===== src/rtl/c3aibadapt_rxdp_pkg.sv =====
// ---------------------------------------------------------------------------
// c3aibadapt_rxdp_pkg
// Shared definitions for the RX datapath-map mode sequencer:
//   - datapath map mode codes (OFF, EHIP, ELANE, RSFEC, PMADIR)
//   - sequencer state encoding
//   - phase counter width and helpers for counter load values / mode checks
// ---------------------------------------------------------------------------
package c3aibadapt_rxdp_pkg;

    localparam int CNT_W = 8;

    localparam logic [2:0] MODE_OFF    = 3'd0;
    localparam logic [2:0] MODE_EHIP   = 3'd1;
    localparam logic [2:0] MODE_ELANE  = 3'd2;
    localparam logic [2:0] MODE_RSFEC  = 3'd3;
    localparam logic [2:0] MODE_PMADIR = 3'd4;

    typedef enum logic [2:0] {
        ST_IDLE   = 3'd0,
        ST_HOLD   = 3'd1,
        ST_RST    = 3'd2,
        ST_SWITCH = 3'd3,
        ST_SETTLE = 3'd4,
        ST_DONE   = 3'd5
    } seq_state_e;

    // Codes above PMA-direct are reserved and must be rejected.
    function automatic logic mode_is_valid(input logic [2:0] mode);
        return (mode <= MODE_PMADIR);
    endfunction

    // A phase of N cycles loads N-1 so that the phase exits on the cycle the
    // counter reads zero.
    function automatic logic [CNT_W-1:0] cnt_load_val(input int cycles);
        return CNT_W'(cycles - 1);
    endfunction

endpackage


===== src/rtl/c3aibadapt_rxdp_seq_cnt.sv =====
// ---------------------------------------------------------------------------
// c3aibadapt_rxdp_seq_cnt
// Loadable saturating down-counter used to time sequencer phases.
// Ports:
//   clk       - counter clock
//   rst       - asynchronous active-high reset (counter clears to zero)
//   load      - load load_val this cycle (has priority over counting)
//   load_val  - value to load (N-1 for an N-cycle phase)
//   expired   - counter currently reads zero
// The counter stops at zero rather than wrapping, so a phase that waits on an
// external condition after expiry keeps seeing expired = 1.
// ---------------------------------------------------------------------------
module c3aibadapt_rxdp_seq_cnt
    import c3aibadapt_rxdp_pkg::*;
#(
    parameter int W = CNT_W
) (
    input  logic         clk,
    input  logic         rst,
    input  logic         load,
    input  logic [W-1:0] load_val,
    output logic         expired
);

    logic [W-1:0] cnt_r;

    // Down-count with load priority, saturating at zero.
    always_ff @(posedge clk or posedge rst) begin
        if (rst) begin
            cnt_r <= {W{1'b0}};
        end else if (load) begin
            cnt_r <= load_val;
        end else if (cnt_r != {W{1'b0}}) begin
            cnt_r <= cnt_r - {{(W-1){1'b0}}, 1'b1};
        end else begin
            cnt_r <= cnt_r;
        end
    end

    assign expired = (cnt_r == {W{1'b0}});

endmodule


===== src/rtl/c3aibadapt_rxdp_mode_seq.sv =====
// ---------------------------------------------------------------------------
// c3aibadapt_rxdp_mode_seq
// Owns the RX datapath-map configuration (dp_map_mode, dp_wm_en) and changes
// it safely: hold FIFO writes, drain, pulse the capture-register reset,
// commit the new mode, settle, then acknowledge with cfg_done.
//
// Optional feature macro: C3AIBADAPT_RXDP_SEQ_TIMEOUT_EN
//   defined   - HOLD gives up after TIMEOUT_CYCLES, sets err_drain_to, continues
//   undefined - HOLD waits for fifo_empty indefinitely, err_drain_to tied to 0
//
// Ports:
//   rx_clock_fifo_wr_clk  - sole clock (RX FIFO write clock)
//   rx_reset_fifo_wr_rst  - asynchronous active-high reset
//   cfg_req_valid/ready   - mode-change request handshake (ready = IDLE)
//   cfg_mode_req          - requested mode (000 off .. 100 PMA-direct)
//   cfg_wm_en_req         - requested word-marker enable
//   cfg_done              - one-cycle completion pulse
//   fifo_empty            - RX FIFO drained indication
//   dp_map_mode, dp_wm_en - committed configuration
//   dp_wr_hold            - blocks RX FIFO writes during a change
//   dp_path_rst           - reset to datapath capture registers
//   seq_busy              - sequencer not IDLE
//   err_bad_mode          - sticky, request with reserved mode rejected
//   err_drain_to          - sticky, HOLD drain timed out
//   err_clr               - clears both sticky errors (wins over a set)
// ---------------------------------------------------------------------------
module c3aibadapt_rxdp_mode_seq
    import c3aibadapt_rxdp_pkg::*;
#(
    parameter int DRAIN_CYCLES   = 8,
    parameter int RST_CYCLES     = 2,
    parameter int SETTLE_CYCLES  = 4,
    parameter int TIMEOUT_CYCLES = 64
) (
    input  logic       rx_clock_fifo_wr_clk,
    input  logic       rx_reset_fifo_wr_rst,
    input  logic       cfg_req_valid,
    output logic       cfg_req_ready,
    input  logic [2:0] cfg_mode_req,
    input  logic       cfg_wm_en_req,
    output logic       cfg_done,
    input  logic       fifo_empty,
    output logic [2:0] dp_map_mode,
    output logic       dp_wm_en,
    output logic       dp_wr_hold,
    output logic       dp_path_rst,
    output logic       seq_busy,
    output logic       err_bad_mode,
    output logic       err_drain_to,
    input  logic       err_clr
);

    localparam logic [CNT_W-1:0] DRAIN_LD  = cnt_load_val(DRAIN_CYCLES);
    localparam logic [CNT_W-1:0] RST_LD    = cnt_load_val(RST_CYCLES);
    localparam logic [CNT_W-1:0] SETTLE_LD = cnt_load_val(SETTLE_CYCLES);

    seq_state_e       state_r;
    seq_state_e       state_nxt_s;
    logic             accept_s;
    logic             bad_mode_set_s;
    logic             cnt_load_s;
    logic [CNT_W-1:0] cnt_load_val_s;
    logic             cnt_expired_s;

    logic [2:0]       mode_q_r;
    logic             wm_q_r;
    logic [2:0]       dp_map_mode_r;
    logic             dp_wm_en_r;
    logic             dp_wr_hold_r;
    logic             dp_path_rst_r;
    logic             cfg_done_r;
    logic             seq_busy_r;
    logic             err_bad_mode_r;

`ifdef C3AIBADAPT_RXDP_SEQ_TIMEOUT_EN
    localparam logic [CNT_W-1:0] TIMEOUT_LD = cnt_load_val(TIMEOUT_CYCLES);

    logic             to_load_s;
    logic             to_expired_s;
    logic             drain_to_set_s;
    logic             err_drain_to_r;
`endif

    // Ready is decoded straight from the state so a request can be taken on
    // the first IDLE cycle.
    assign cfg_req_ready = (state_r == ST_IDLE);
    assign accept_s      = cfg_req_valid & cfg_req_ready;

    // Shared phase timer for HOLD minimum, RST pulse width and SETTLE time.
    c3aibadapt_rxdp_seq_cnt #(
        .W        (CNT_W)
    ) u_phase_cnt (
        .clk      (rx_clock_fifo_wr_clk),
        .rst      (rx_reset_fifo_wr_rst),
        .load     (cnt_load_s),
        .load_val (cnt_load_val_s),
        .expired  (cnt_expired_s)
    );

`ifdef C3AIBADAPT_RXDP_SEQ_TIMEOUT_EN
    // Drain watchdog, started together with HOLD and counting total HOLD time.
    c3aibadapt_rxdp_seq_cnt #(
        .W        (CNT_W)
    ) u_timeout_cnt (
        .clk      (rx_clock_fifo_wr_clk),
        .rst      (rx_reset_fifo_wr_rst),
        .load     (to_load_s),
        .load_val (TIMEOUT_LD),
        .expired  (to_expired_s)
    );
`endif

    // Next-state decode plus counter load control.
    always_comb begin
        state_nxt_s    = state_r;
        bad_mode_set_s = 1'b0;
        cnt_load_s     = 1'b0;
        cnt_load_val_s = {CNT_W{1'b0}};
`ifdef C3AIBADAPT_RXDP_SEQ_TIMEOUT_EN
        to_load_s      = 1'b0;
        drain_to_set_s = 1'b0;
`endif
        case (state_r)
            ST_IDLE: begin
                if (accept_s) begin
                    if (!mode_is_valid(cfg_mode_req)) begin
                        // Handshake completes but nothing changes.
                        bad_mode_set_s = 1'b1;
                        state_nxt_s    = ST_IDLE;
                    end else if ((cfg_mode_req == dp_map_mode_r) &&
                                 (cfg_wm_en_req == dp_wm_en_r)) begin
                        // Already committed: acknowledge without disturbing traffic.
                        state_nxt_s = ST_DONE;
                    end else begin
                        state_nxt_s    = ST_HOLD;
                        cnt_load_s     = 1'b1;
                        cnt_load_val_s = DRAIN_LD;
`ifdef C3AIBADAPT_RXDP_SEQ_TIMEOUT_EN
                        to_load_s      = 1'b1;
`endif
                    end
                end else begin
                    state_nxt_s = ST_IDLE;
                end
            end
            ST_HOLD: begin
                if (cnt_expired_s && fifo_empty) begin
                    state_nxt_s    = ST_RST;
                    cnt_load_s     = 1'b1;
                    cnt_load_val_s = RST_LD;
                end
`ifdef C3AIBADAPT_RXDP_SEQ_TIMEOUT_EN
                else if (to_expired_s) begin
                    // Give up on the drain; the capture reset still follows.
                    state_nxt_s    = ST_RST;
                    cnt_load_s     = 1'b1;
                    cnt_load_val_s = RST_LD;
                    drain_to_set_s = 1'b1;
                end
`endif
                else begin
                    state_nxt_s = ST_HOLD;
                end
            end
            ST_RST: begin
                if (cnt_expired_s) begin
                    state_nxt_s = ST_SWITCH;
                end else begin
                    state_nxt_s = ST_RST;
                end
            end
            ST_SWITCH: begin
                state_nxt_s    = ST_SETTLE;
                cnt_load_s     = 1'b1;
                cnt_load_val_s = SETTLE_LD;
            end
            ST_SETTLE: begin
                if (cnt_expired_s) begin
                    state_nxt_s = ST_DONE;
                end else begin
                    state_nxt_s = ST_SETTLE;
                end
            end
            ST_DONE: begin
                state_nxt_s = ST_IDLE;
            end
            default: begin
                state_nxt_s = ST_IDLE;
            end
        endcase
    end

    // State register and outputs; outputs are decoded from the next state so
    // they line up with the state they describe.
    always_ff @(posedge rx_clock_fifo_wr_clk or posedge rx_reset_fifo_wr_rst) begin
        if (rx_reset_fifo_wr_rst) begin
            state_r       <= ST_IDLE;
            dp_wr_hold_r  <= 1'b0;
            dp_path_rst_r <= 1'b0;
            cfg_done_r    <= 1'b0;
            seq_busy_r    <= 1'b0;
        end else begin
            state_r       <= state_nxt_s;
            dp_wr_hold_r  <= (state_nxt_s == ST_HOLD)   || (state_nxt_s == ST_RST) ||
                             (state_nxt_s == ST_SWITCH) || (state_nxt_s == ST_SETTLE);
            dp_path_rst_r <= (state_nxt_s == ST_RST);
            cfg_done_r    <= (state_nxt_s == ST_DONE);
            seq_busy_r    <= (state_nxt_s != ST_IDLE);
        end
    end

    // Request capture on accept and mode commit in SWITCH.
    always_ff @(posedge rx_clock_fifo_wr_clk or posedge rx_reset_fifo_wr_rst) begin
        if (rx_reset_fifo_wr_rst) begin
            mode_q_r      <= MODE_OFF;
            wm_q_r        <= 1'b0;
            dp_map_mode_r <= MODE_OFF;
            dp_wm_en_r    <= 1'b0;
        end else begin
            if (accept_s) begin
                mode_q_r <= cfg_mode_req;
                wm_q_r   <= cfg_wm_en_req;
            end else begin
                mode_q_r <= mode_q_r;
                wm_q_r   <= wm_q_r;
            end
            if (state_r == ST_SWITCH) begin
                dp_map_mode_r <= mode_q_r;
                dp_wm_en_r    <= wm_q_r;
            end else begin
                dp_map_mode_r <= dp_map_mode_r;
                dp_wm_en_r    <= dp_wm_en_r;
            end
        end
    end

    // Sticky reject flag; a clear in the same cycle wins.
    always_ff @(posedge rx_clock_fifo_wr_clk or posedge rx_reset_fifo_wr_rst) begin
        if (rx_reset_fifo_wr_rst) begin
            err_bad_mode_r <= 1'b0;
        end else if (err_clr) begin
            err_bad_mode_r <= 1'b0;
        end else begin
            err_bad_mode_r <= err_bad_mode_r | bad_mode_set_s;
        end
    end

`ifdef C3AIBADAPT_RXDP_SEQ_TIMEOUT_EN
    // Sticky drain-timeout flag; a clear in the same cycle wins.
    always_ff @(posedge rx_clock_fifo_wr_clk or posedge rx_reset_fifo_wr_rst) begin
        if (rx_reset_fifo_wr_rst) begin
            err_drain_to_r <= 1'b0;
        end else if (err_clr) begin
            err_drain_to_r <= 1'b0;
        end else begin
            err_drain_to_r <= err_drain_to_r | drain_to_set_s;
        end
    end

    assign err_drain_to = err_drain_to_r;
`else
    assign err_drain_to = 1'b0;
`endif

    assign cfg_done     = cfg_done_r;
    assign dp_map_mode  = dp_map_mode_r;
    assign dp_wm_en     = dp_wm_en_r;
    assign dp_wr_hold   = dp_wr_hold_r;
    assign dp_path_rst  = dp_path_rst_r;
    assign seq_busy     = seq_busy_r;
    assign err_bad_mode = err_bad_mode_r;

endmodule

===== config.mk =====
export PLATFORM = sky130hd
export DESIGN_NAME = c3aibadapt_rxdp_mode_seq
export DESIGN_NICKNAME = d
export VERILOG_FILES = /design/src/rtl/c3aibadapt_rxdp_pkg.sv /design/src/rtl/c3aibadapt_rxdp_seq_cnt.sv /design/src/rtl/c3aibadapt_rxdp_mode_seq.sv
export SDC_FILE = /design/constraint.sdc
export NUM_CORES = 1
export LEC_CHECK = 0
export BUFFER_PORTS_ARGS = -buffer_cell sky130_fd_sc_hd__buf_2
export CAP_MARGIN = 20
export CORE_MARGIN = 10
export CORE_UTILIZATION = 55
export DETAILED_ROUTE_END_ITERATION = 12
export GPL_ROUTABILITY_DRIVEN = 0
export PLACE_DENSITY = 0.84
export SKIP_LAST_GASP = 1
export SLEW_MARGIN = 30
export SYNTH_ARGS = -nofsm -noshare
export SYNTH_HDL_FRONTEND = slang
export SYNTH_SLANG_ARGS = --single-unit

===== constraint.sdc =====
create_clock -name rx_clock_fifo_wr_clk -period 2 [get_ports rx_clock_fifo_wr_clk]
set_input_delay 0 -clock rx_clock_fifo_wr_clk [delete_from_list [all_inputs] [get_ports rx_clock_fifo_wr_clk]]
set_output_delay 0 -clock rx_clock_fifo_wr_clk [all_outputs]
set_load 0.01 [all_outputs]

## Yosys cells after proc, flatten, opt, wreduce, memory -nomap -nowiden

Cells that the tools add are included.

- Register bits: 24
- Latch bits: 0
- RAM bits: 0
- Bits in read-only memories: 0
- Input port bits: 9
- Output and inout port bits: 11
- Logic and storage cells: 59
- Memories kept: 0

- $add $sub $neg: 1
- Multiply operators: 0
- Div/mod/pow operators: 0
- $lt $le $gt $ge: 1
- Equality and inequality tests: 11
- Shifts and indexed selects: 0
- Multiplexer cells: 23
- Bitwise gates (word level): 2
- Reduce and logical (&&, ||, !) cells: 10

Operator list:

| cell | count |
|---|---|
| $mux 3 | 6 |
| $mux 8 | 2 |
| $pmux 3 s5 | 1 |
| $eq 3x2->1 const B | 4 |
| $mux 1 | 11 |
| $eq 3x3->1 const B | 3 |
| $pmux 3 s3 | 1 |
| $logic_not 8->1 | 1 |
| $reduce_bool 8->1 | 1 |
| $sub 8x1->8 const B | 1 |
| $eq 3x1->1 const B | 2 |
| $eq 3x3->1 | 1 |
| $le 3x3->1 const B | 1 |
| $logic_not 3->1 | 1 |
| $logic_or 1x1->1 | 3 |
| $pmux 1 s3 | 1 |
| $reduce_bool 3->1 | 1 |
| $logic_and 1x1->1 | 2 |
| $mux 2 | 1 |
| $reduce_bool 2->1 | 1 |
| $and 1x1->1 | 1 |
| $eq 1x1->1 | 1 |
| $or 1x1->1 | 1 |

## Depth between registers and ports, before layout

Gate-level depths: netlist of run 1.

- Depth after elaboration: 10
- Depth in mapped cells: 6
- Gate-level depth less buffers: 6

## Hierarchy

A second synthesis of run 1 with hierarchy kept.

- Cells, all modules: 128
- Area, all modules: 1295.0 sq um

Modules (own cells, without submodules):

| module | instances | cells each | area an instance (sq um) | sequential area each (sq um) |
|---|---|---|---|---|
| c3aibadapt_rxdp_mode_seq | 1 | 72 | 798.3 | 400.4 |
| c3aibadapt_rxdp_seq_cnt | 1 | 56 | 496.7 | 200.2 |

## Worst setup path before layout of run 1

Ideal clock, no wire load.

- Path kind: reg2reg
- From: register u_phase_cnt.cnt_r[0]
- To: register u_phase_cnt.cnt_r[5]
- Setup time: 0.128 ns
- Arrival: 1.627 ns
- Required time: 1.872 ns
- Setup slack: 0.245 ns
- Cell stages (with the launch flop): 7
- Path buffers: 0
- Clock period less this slack: 1.755 ns
- Cell sequence: dfrtp_1 > inv_1 > ha_1 > or4b_4 > o311ai_1 > xor2_1 > nor2_1

- Longest elaborated chain between the ends: 5
- Elaborated cells on any way between the ends: 9
- Those cells by class: add/sub (1); mux (4); reduce/logical (4)

Ends and longest elaborated chain:

| what | RTL line | RTL |
|---|---|---|
| start: declaration | c3aibadapt_rxdp_seq_cnt.sv:25 | `logic [W-1:0] cnt_r;` |
| start signal: assignment | c3aibadapt_rxdp_seq_cnt.sv:30 | `cnt_r <= {W{1'b0}};` |
| start signal: assignment | c3aibadapt_rxdp_seq_cnt.sv:32 | `cnt_r <= load_val;` |
| start signal: assignment | c3aibadapt_rxdp_seq_cnt.sv:34 | `cnt_r <= cnt_r - {{(W-1){1'b0}}, 1'b1};` |
| branches (longest 5 deep; another with $sub 8x1->8) | -- |  |

Several ways; the timed one is not identified. The select of a mux whose other input is x is not followed.
A chain may end at the register's enable or synchronous reset.

## Final worst setup path of run 1

- From: register u_phase_cnt.cnt_r[0]
- To: register u_phase_cnt.cnt_r[2]

The elaborated chain is that of the path after synthesis.

==> impl_metrics.toml, run 1 <==
[floorplanning]
io_pins = 20
dieArea_um2 = 4608
die-height_um = 67.89
die_w_um = 67.89
floorplan.initialDensity = 0.5757
core_um2 = 2191
num_rows = 17

[worst_setup_path]
reg2reg_slack_ns = 0.06
r2r_end = "u_phase_cnt.cnt_r[2]"
cp-start-kind = "flip-flop"
ff2ff_path_depth = 6
max_stage_delay_ns = 0.49
worst_r2r_startpoint = "u_phase_cnt.cnt_r[0]"
cp_max_fo = 6
required_ns = 2.20
end_kind = "flip-flop"
arrival_ns = 2.14
cp_slowest_cell = "or4b_4"
path_class = "reg -> reg"
critical_path.cell_chain = "inv_1 -> ha_1 -> or4b_4 -> o31ai_1 -> mux2_2 -> o21ai_0"

[min_path]
hold_start = "fifo_empty"
hold-path-cell-count = 4
min_to = "state_r[0]"
hp-class = "in -> reg"

[final_layout]
layout-drive-gt1-share = 0.3311
fin_util = 0.7025
layout_commonest_cell = "dfrtp_1"
area_growth_pct = 22.02
mostFrequentLayoutCells = "dfrtp_1, buf_2, mux2_2, nor2_1, a21oi_1"
nNetsFinal = 160
antenna_cells = 0

[detailed_routing]
drtPass1Iterations = 4
drc_errors = 0
vias_per_cell = 5.955
drt_iter0_markers = 63
wl_um = 2899
vias = 1048
post_drt_wl_per_cell_um = 16.47
drtAntennaViolNets = 0

[synthesis]
synth_edf_count = 0
syn_avg_cell_area_um2 = 10.78
synthDistinctLibCells = 39
synthCells = 117
ys_seq_elements = 24
yosysWarnings = 0
mappedNetlistArea_um2 = 1261
ys_top_cells_by_area = "dfrtp_1, mux2_2, nor4b_4"
yosysTopAreaCell = "dfrtp_1"
syn-num-nets = 128
yosysTopAreaCellShare = 0.4762
synthFlopType = "dfrtp_1"
async_flop_share = 1.000
ys_seq_area_frac = 0.4762

[sta]
finalSetupViolations = 0
min_period_ns = 1.938
hold_ws_ns = 0.06948
min_period_over_period = 0.9688
tightest_slew_ns = 0.8402
fmax_mhz = 516.1
clock_skew_ns = 0.005763
hold_violations = 0
max_slew_margin = 0.4364
setup_ws_ns = 0.06240
maxSlewViolCount = 0

[clock_tree]
cts_inserted_buffers = 3
cts_tree = "done"
clk_latency_ns = 0.32
clock_sinks = 24
clock_tree.root_cell = "clkbuf_4"
clk_pin_slew_ns = 0.14
cts_max_level = 1
cts.path.max_buffers = 2

[global_route]
grt_pass1_wl_um = 4995
grtUsageTotal = 0.1365
first_global_vias = 1104
grt-ovfl-total = 0
grt_antenna_before_repair = 0
grt_max_degree = 25

[power_and_ir_drop]
p_leak_nw = 0.7280
powerDensity_nw_per_um2 = 1460
irDropWorstVdd_uv = 778.3

[status]
status = "finished clean"

[placed_design]
dp_slack_ns = 0.1127
port_buffers = 18
dp_hpwl_um = 1982

[flow_run]
drv_cap = 0
## where the power goes
group / internal [mW] / switching, mW
sequential: 0.685 / 0.231
clock: 0.203 / 0.155
combinational: 0.480 / 0.493
## sequential cells by signal, summed over array words and instances, names as in the netlist
| register | cells |
|---|---|
| state_r | 3 |
| dp_wr_hold | 1 |
| dp_map_mode | 3 |
| cfg_done | 1 |
| wm_q_r | 1 |
| dp_wm_en | 1 |
| dp_path_rst | 1 |
| seq_busy | 1 |
| err_bad_mode | 1 |
| u_phase_cnt.cnt_r | 8 |
| mode_q_r | 3 |
## layer usage
layer | GRT usage | wire, µm | part of all wire | up-vias
met2 | 0.2453 | 1498 | 0.52 | 50
li1 | - | - | - | 489
met3 | 0.03426 | 234 | 0.081 | 12
met4 | 0.05528 | 76 | 0.026 | 0
met5 | 0 | 0 | 0 | -
met1 | 0.1505 | 1089 | 0.38 | 497
## worst max-delay path: cells and delay by family, from the launching register on
kind | cells | cell delay [ns]
muxes | 1 | 0.21
and+or+nand+nor | 1 | 0.49
adders and majority gates | 1 | 0.20
AOI/OAI and AO/OA | 2 | 0.36
buffers and inverters | 1 | 0.09
DFF | 1 | 0.46
## repair_timing
item / in CTS / in global routing
endpoints found under the setup margin: 0 / 4
hold buffers: 6 / 0
setup buffers: 0 / 2
hold endpoints to repair: 29 / 0
gates resized for setup: 0 / 2
## stage by stage
step	std cells	TNS, ns	cell area [µm²]	power, mW
after floorplan	117	0	1261	1.529
after global placement	164	0	1403	1.772
after detailed placement	164	0	1403	1.827
after CTS	174	0	1515	2.208
after global routing	176	-0.007168	1539	2.412
final	176	0	1539	2.248
## cell usage after synthesis, types with 2 or more instances
cell type,number
inv_1,5
nand2_1,7
o21ai_0,7
nand3b_1,2
a31oi_1,3
nor4b_4,2
dfrtp_1,24
nor4_1,3
o31ai_1,2
buf_2,2
a21oi_1,9
nor2_1,9
nor3_1,3
xor2_1,5
ha_1,2
mux2_2,9
## kinds of logic after synthesis
| group | after synthesis | share of synthesized area |
|---|---|---|
| AND/OR/NAND/NOR | 36 | 0.1945 |
| AO/OA/AOI/OAI | 30 | 0.1518 |
| flip-flops | 24 | 0.4762 |
| multiplexers | 10 | 0.08830 |
| buffers and inverters | 9 | 0.03175 |
| XOR/XNOR | 5 | 0.03472 |
| adder cells (fa/ha/maj) | 2 | 0.01984 |
| other | 1 | 0.002973 |
## final cells by class
class / instances / area, µm²
tap: 28 / 35.03
multi-input combinational: 84 / 628.1
fill: 151 / 651.9
clock inverter: 1 / 30.03
inverter: 5 / 18.77
clock buffer: 3 / 22.52
sequential: 24 / 601.8
timing repair buffer: 31 / 202.7
## worst max-delay path by stage
stage | startpoint | cells after the start | end | slack [ns]
after floorplan | u_phase_cnt.cnt_r[0] | 6 | u_phase_cnt.cnt_r[5] | 0.24
after global placement | u_phase_cnt.cnt_r[0] | 6 | u_phase_cnt.cnt_r[5] | 0.20
after detailed placement | u_phase_cnt.cnt_r[0] | 6 | u_phase_cnt.cnt_r[2] | 0.11
after CTS | u_phase_cnt.cnt_r[0] | 6 | u_phase_cnt.cnt_r[2] | 0.06
after global routing | u_phase_cnt.cnt_r[0] | 6 | u_phase_cnt.cnt_r[2] | -0.004
final | u_phase_cnt.cnt_r[0] | 6 | u_phase_cnt.cnt_r[2] | 0.06
Note: power is estimated with default switching activity, not from simulation.
==> run 2: changes to the inputs <==
--- a/config.mk
+++ b/config.mk
@@ -7,7 +7,7 @@
 export LEC_CHECK = 0
 export BUFFER_PORTS_ARGS = -buffer_cell sky130_fd_sc_hd__buf_2
 export CAP_MARGIN = 20
-export CORE_MARGIN = 10
+export CORE_MARGIN = 2
 export CORE_UTILIZATION = 55
 export DETAILED_ROUTE_END_ITERATION = 12
 export GPL_ROUTABILITY_DRIVEN = 0
==> run 2 against run 1 <==
Compared with the run above: worst hold slack improved by 0.0099 ns; design area decreased by 2.1%; sequential share of layout area increased by 0.76 points; largest power group unchanged.
==> impl_metrics.toml, run 2 (synthesis results as in run 1) <==
[global_route]
grt_max_degree = 25
grt_pass1_wl_um = 4278
grt-ovfl-total = 0
grt_antenna_before_repair = 0
first_global_vias = 964
grtUsageTotal = 0.2225

[floorplanning]
die_w_um = 51.89
dieArea_um2 = 2692
core_um2 = 2191
num_rows = 17
die-height_um = 51.89
io_pins = 20
floorplan.initialDensity = 0.5757

[worst_setup_path]
critical_path.cell_chain = "inv_1 -> ha_1 -> nor4b_4 -> nand2_2 -> or3_4 -> a211oi_2"
startpoint = "u_phase_cnt.cnt_r[0]"
cp_max_fo = 8
arrival_ns = 2.17
path_class = "reg -> reg"
reg2reg_slack_ns = 0.09
r2r_end = "dp_path_rst"
ff2ff_path_depth = 6
cp_slowest_cell = "dfrtp_1"
worst_r2r_startpoint = "u_phase_cnt.cnt_r[0]"
required_ns = 2.26
cp-start-kind = "flip-flop"
end_kind = "flip-flop"
max_stage_delay_ns = 0.47

[power_and_ir_drop]
powerDensity_nw_per_um2 = 1402
combPwrFrac = 0.440
internal_power_mw = 1.255
irDropWorstVdd_uv = 842.5
swShare = 0.4056
seqPwrFrac = 0.433
clkPwrFrac = 0.127
p_leak_nw = 0.7060
power_switching_mw = 0.8564

[final_layout]
final_cells = 174
antenna_cells = 0
largest_reg_flops = 8
nNetsFinal = 158
fillers = 167
layout-drive-gt1-share = 0.3151
mostFrequentLayoutCells = "dfrtp_1, buf_2, mux2_2, nor2_1, a21oi_1"
layout_commonest_cell = "dfrtp_1"
area_growth_pct = 19.44
largest-register = "u_phase_cnt.cnt_r"

[sta]
max_slew_margin = 0.4582
finalSetupViolations = 0
clock_skew_ns = 0.002326
maxSlewViolCount = 0
rsz0062_at_grt = "no"
min_period_over_period = 0.9562
tns_ns = 0
tightest_slew_ns = 0.8077
hold_violations = 0
fmax_mhz = 522.9
min_period_ns = 1.912

[min_path]
hold-path-cell-count = 4
min_to = "state_r[0]"
hp-class = "in -> reg"
hold_start = "fifo_empty"

[clock_tree]
cts.path.max_buffers = 2
clk_pin_slew_ns = 0.13
clk_latency_ns = 0.33
cts_tree = "done"
clock_tree.root_cell = "clkbuf_4"
cts_inserted_buffers = 3
clock_sinks = 24
cts_max_level = 1

[detailed_routing]
drtAntennaViolNets = 0
drc_errors = 0
drtPass1Iterations = 5
vias_per_cell = 5.891
vias = 1025
post_drt_wl_per_cell_um = 14.91
drt_iter0_markers = 25
wl_um = 2594

[placed_design]
dp_hpwl_um = 1892
placed_cells = 164
port_buffers = 18

[status]
status = "finished clean"

[flow_run]
drv_cap = 0
## run 2: changes by cell type in the layout (fill, tap and decap cells not counted), sizes merged
cell / delta
bufinv: -1
clkbuf: +1
buf: -2
## run 2: worst max-delay path by stage
stage          cells after the start                    to  slack, ns
2_1_floorplan                      6  u_phase_cnt.cnt_r[5]       0.24
3_5_place_dp                       6  u_phase_cnt.cnt_r[5]       0.08
3_3_place_gp                       6  u_phase_cnt.cnt_r[5]       0.20
4_1_cts                            6  u_phase_cnt.cnt_r[5]       0.07
5_1_grt                            6           dp_path_rst     0.0002
6_report                           6           dp_path_rst       0.09
## run 2: final cells by class
class / instances / area [µm²] / share of cell area
clock buffer: 4 / 36.28 / 0.02409
inverter: 5 / 18.77 / 0.01246
tap: 28 / 35.03 / 0.02326
sequential: 24 / 600.6 / 0.3987
timing repair buffer: 29 / 187.7 / 0.1246
multi-input combinational: 84 / 628.1 / 0.4169
## run 2: what timing repair did
action | 4_1_cts | 5_1_grt
setup buffers | 0 | 0
setup endpoints to repair | 0 | 1
resized for setup | 0 | 1
endpoints found under the hold margin | 29 | 0
hold buffers | 6 | 0
## run 2: per-layer routing
metal  track usage  share of wire  up-vias
li1              -              -      478
met1        0.2548           0.42      495
met2        0.3882           0.51       45
met3       0.05172          0.052        7
met4        0.1053          0.021        0
met5             0              0        -
## run 2: per-stage QoR
stage               hold WS, ns  area [µm²]  setup WS [ns]  power, mW  utilization
finish                  0.07936        1506        0.08762      2.111       0.6876
global route             0.1035        1506      0.0001792      2.250       0.6876
detailed placement       0.1568        1403        0.08109      1.822       0.6402
CTS                     0.08155        1499        0.06685      2.091       0.6842
floorplan               0.01462        1261         0.2449      1.529            -
global placement         0.1506        1403         0.2020      1.763       0.6402
## run 2: power groups by stage
stage / Combinational (mW) / Sequential [mW] / Clock (mW)
floorplan: 0.639 / 0.890 / 0
global placement: 0.864 / 0.899 / 0
detailed placement: 0.907 / 0.915 / 0
CTS: 0.915 / 0.906 / 0.270
global route: 1.03 / 0.939 / 0.286
finish: 0.929 / 0.915 / 0.268
## run 2: critical path, delay by kind of cell (launching register included)
kind	cells	cell delay (ns)
buffers and inverters	1	0.11
and+or+nand+nor	3	0.84
AOI/OAI and AO/OA	1	0.19
adders and majority gates	1	0.22
DFF	1	0.47
==> run 3: changes to the inputs <==
==> constraint.sdc (replaced) <==
create_clock -name rx_clock_fifo_wr_clk -period 1.9 [get_ports rx_clock_fifo_wr_clk]
set_input_delay 0 -clock rx_clock_fifo_wr_clk [delete_from_list [all_inputs] [get_ports rx_clock_fifo_wr_clk]]
set_output_delay 0 -clock rx_clock_fifo_wr_clk [all_outputs]
set_load 0.01 [all_outputs]
==> run 3 against run 2 <==
Compared with the run above: clock skew rose by 0.0040 ns; sequential power rose by 2.6%; sequential cell count did not move; largest power group unchanged.
==> impl_metrics.toml, run 3 (synthesis results as in run 1) <==
[floorplanning]
die-height_um = 51.89
io_pins = 20
core_um2 = 2191
num_rows = 17
dieArea_um2 = 2692
floorplan.initialDensity = 0.5757
die_w_um = 51.89

[final_layout]
antenna_cells = 0
fillers = 149
area_growth_pct = 21.13
layout-drive-gt1-share = 0.3356
nNetsFinal = 162
fin_util = 0.6973
final_cells = 177
mostFrequentLayoutCells = "dfrtp_1, buf_2"
largest-register = "u_phase_cnt.cnt_r"
postLayoutCellArea_um2 = 1528
layout_commonest_cell = "dfrtp_1"
largest_reg_flops = 8

[global_route]
grt_pass1_wl_um = 4222
first_global_vias = 994
grt_antenna_before_repair = 0
grt_max_degree = 25
grt-ovfl-total = 0
grtUsageTotal = 0.2128

[placed_design]
port_buffers = 18
placed_cells = 168
dp_slack_ns = 0.08076
dp_hpwl_um = 1779
placed_area_um2 = 1433

[detailed_routing]
drc_errors = 0
drtAntennaViolNets = 0
wl_um = 2496
vias = 1002
drt_iter0_markers = 25
vias_per_cell = 5.661
post_drt_wl_per_cell_um = 14.10
drtPass1Iterations = 4

[sta]
hold_violations = 0
min_period_over_period = 0.9461
maxSlewViolCount = 0
min_period_ns = 1.798
finalSetupViolations = 0
rsz0062_at_grt = "yes"
tns_ns = 0
hold_ws_ns = 0.05554
setup_ws_ns = 0.1023
clock_skew_ns = 0.006282
fmax_mhz = 556.3

[flow_run]
drv_cap = 0

[min_path]
hp-class = "in -> reg"

[power_and_ir_drop]
p_leak_nw = 0.7228
power_mw = 2.206
irDropWorstVdd_uv = 1012
powerDensity_nw_per_um2 = 1444

[worst_setup_path]
arrival_ns = 2.01
required_ns = 2.11
cp-start-kind = "flip-flop"
path_class = "reg -> reg"
cp_max_fo = 4
end_kind = "flip-flop"

[clock_tree]
cts.path.max_buffers = 2
cts_inserted_buffers = 3
post_cts_buffers = 0
cts_max_level = 1
clock_sinks = 24
cts_tree = "done"
clk_latency_ns = 0.32
clock_tree.root_cell = "clkbuf_4"
clk_pin_slew_ns = 0.12

[status]
status = "finished clean"
[run 3: cell count changes in the layout (fill, tap and decap cells not counted)]
| cell | previous run | this run |
|---|---|---|
| buf_4 | 5 | 9 |
| o31ai_1 | 2 | 1 |
| inv_1 | 4 | 5 |
| clkbuf_8 | 1 | 0 |
| o31ai_2 | 0 | 1 |
| clkinv_1 | 1 | 0 |
[run 3: worst paths after layout]
path                                       from                   end  slack (ns)  depth (start not counted)
min reg2reg                        err_bad_mode          err_bad_mode        0.50                          2
max in group asynchronous  rx_reset_fifo_wr_rst            state_r[0]        1.43                          4
min in group asynchronous  rx_reset_fifo_wr_rst        dp_map_mode[1]        0.24                          4
max                        u_phase_cnt.cnt_r[0]  u_phase_cnt.cnt_r[5]        0.10                          6
min                                  fifo_empty            state_r[0]        0.06                          4
max reg2reg                u_phase_cnt.cnt_r[0]  u_phase_cnt.cnt_r[5]        0.10                          6
[run 3: what timing repair did]
item                                    CTS  global route
hold endpoints to repair                 29             0
gates resized for setup                   0             2
hold buffers                              6             0
endpoints found under the setup margin    0             2
[run 3: layout make-up]
type                            instances  area (µm²)  area share
Multi-Input combinational cell         84       633.1      0.4144
Timing Repair Buffer                   33       217.7      0.1425
Clock buffer                            3       22.52     0.01474
Sequential cell                        24       600.6      0.3931
Inverter                                5       18.77     0.01228
Tap cell                               28       35.03     0.02293
[run 3: report_power, final]
part           internal, mW  switching [mW]  total, mW
clock network        0.0746           0.153      0.227
logic                 0.521           0.519       1.04
registers             0.719           0.220      0.939
total                  1.31           0.891       2.21
[run 3: layer usage]
layer / vias to the layer above / track usage / wire length [µm]
met4: 0 / 0.1053 / 39
met5: - / 0 / 0
met1: 485 / 0.2817 / 1164
li1: 487 / - / -
met2: 25 / 0.3333 / 1202
met3: 5 / 0.04023 / 90
[run 3: worst max-delay path: stages, from the launching register on]
cell      delay [ns]
dfrtp_1         0.40
inv_1           0.08
ha_1            0.21
or4b_4          0.50
o311ai_2        0.26
xor2_1          0.18
nor2_1          0.06
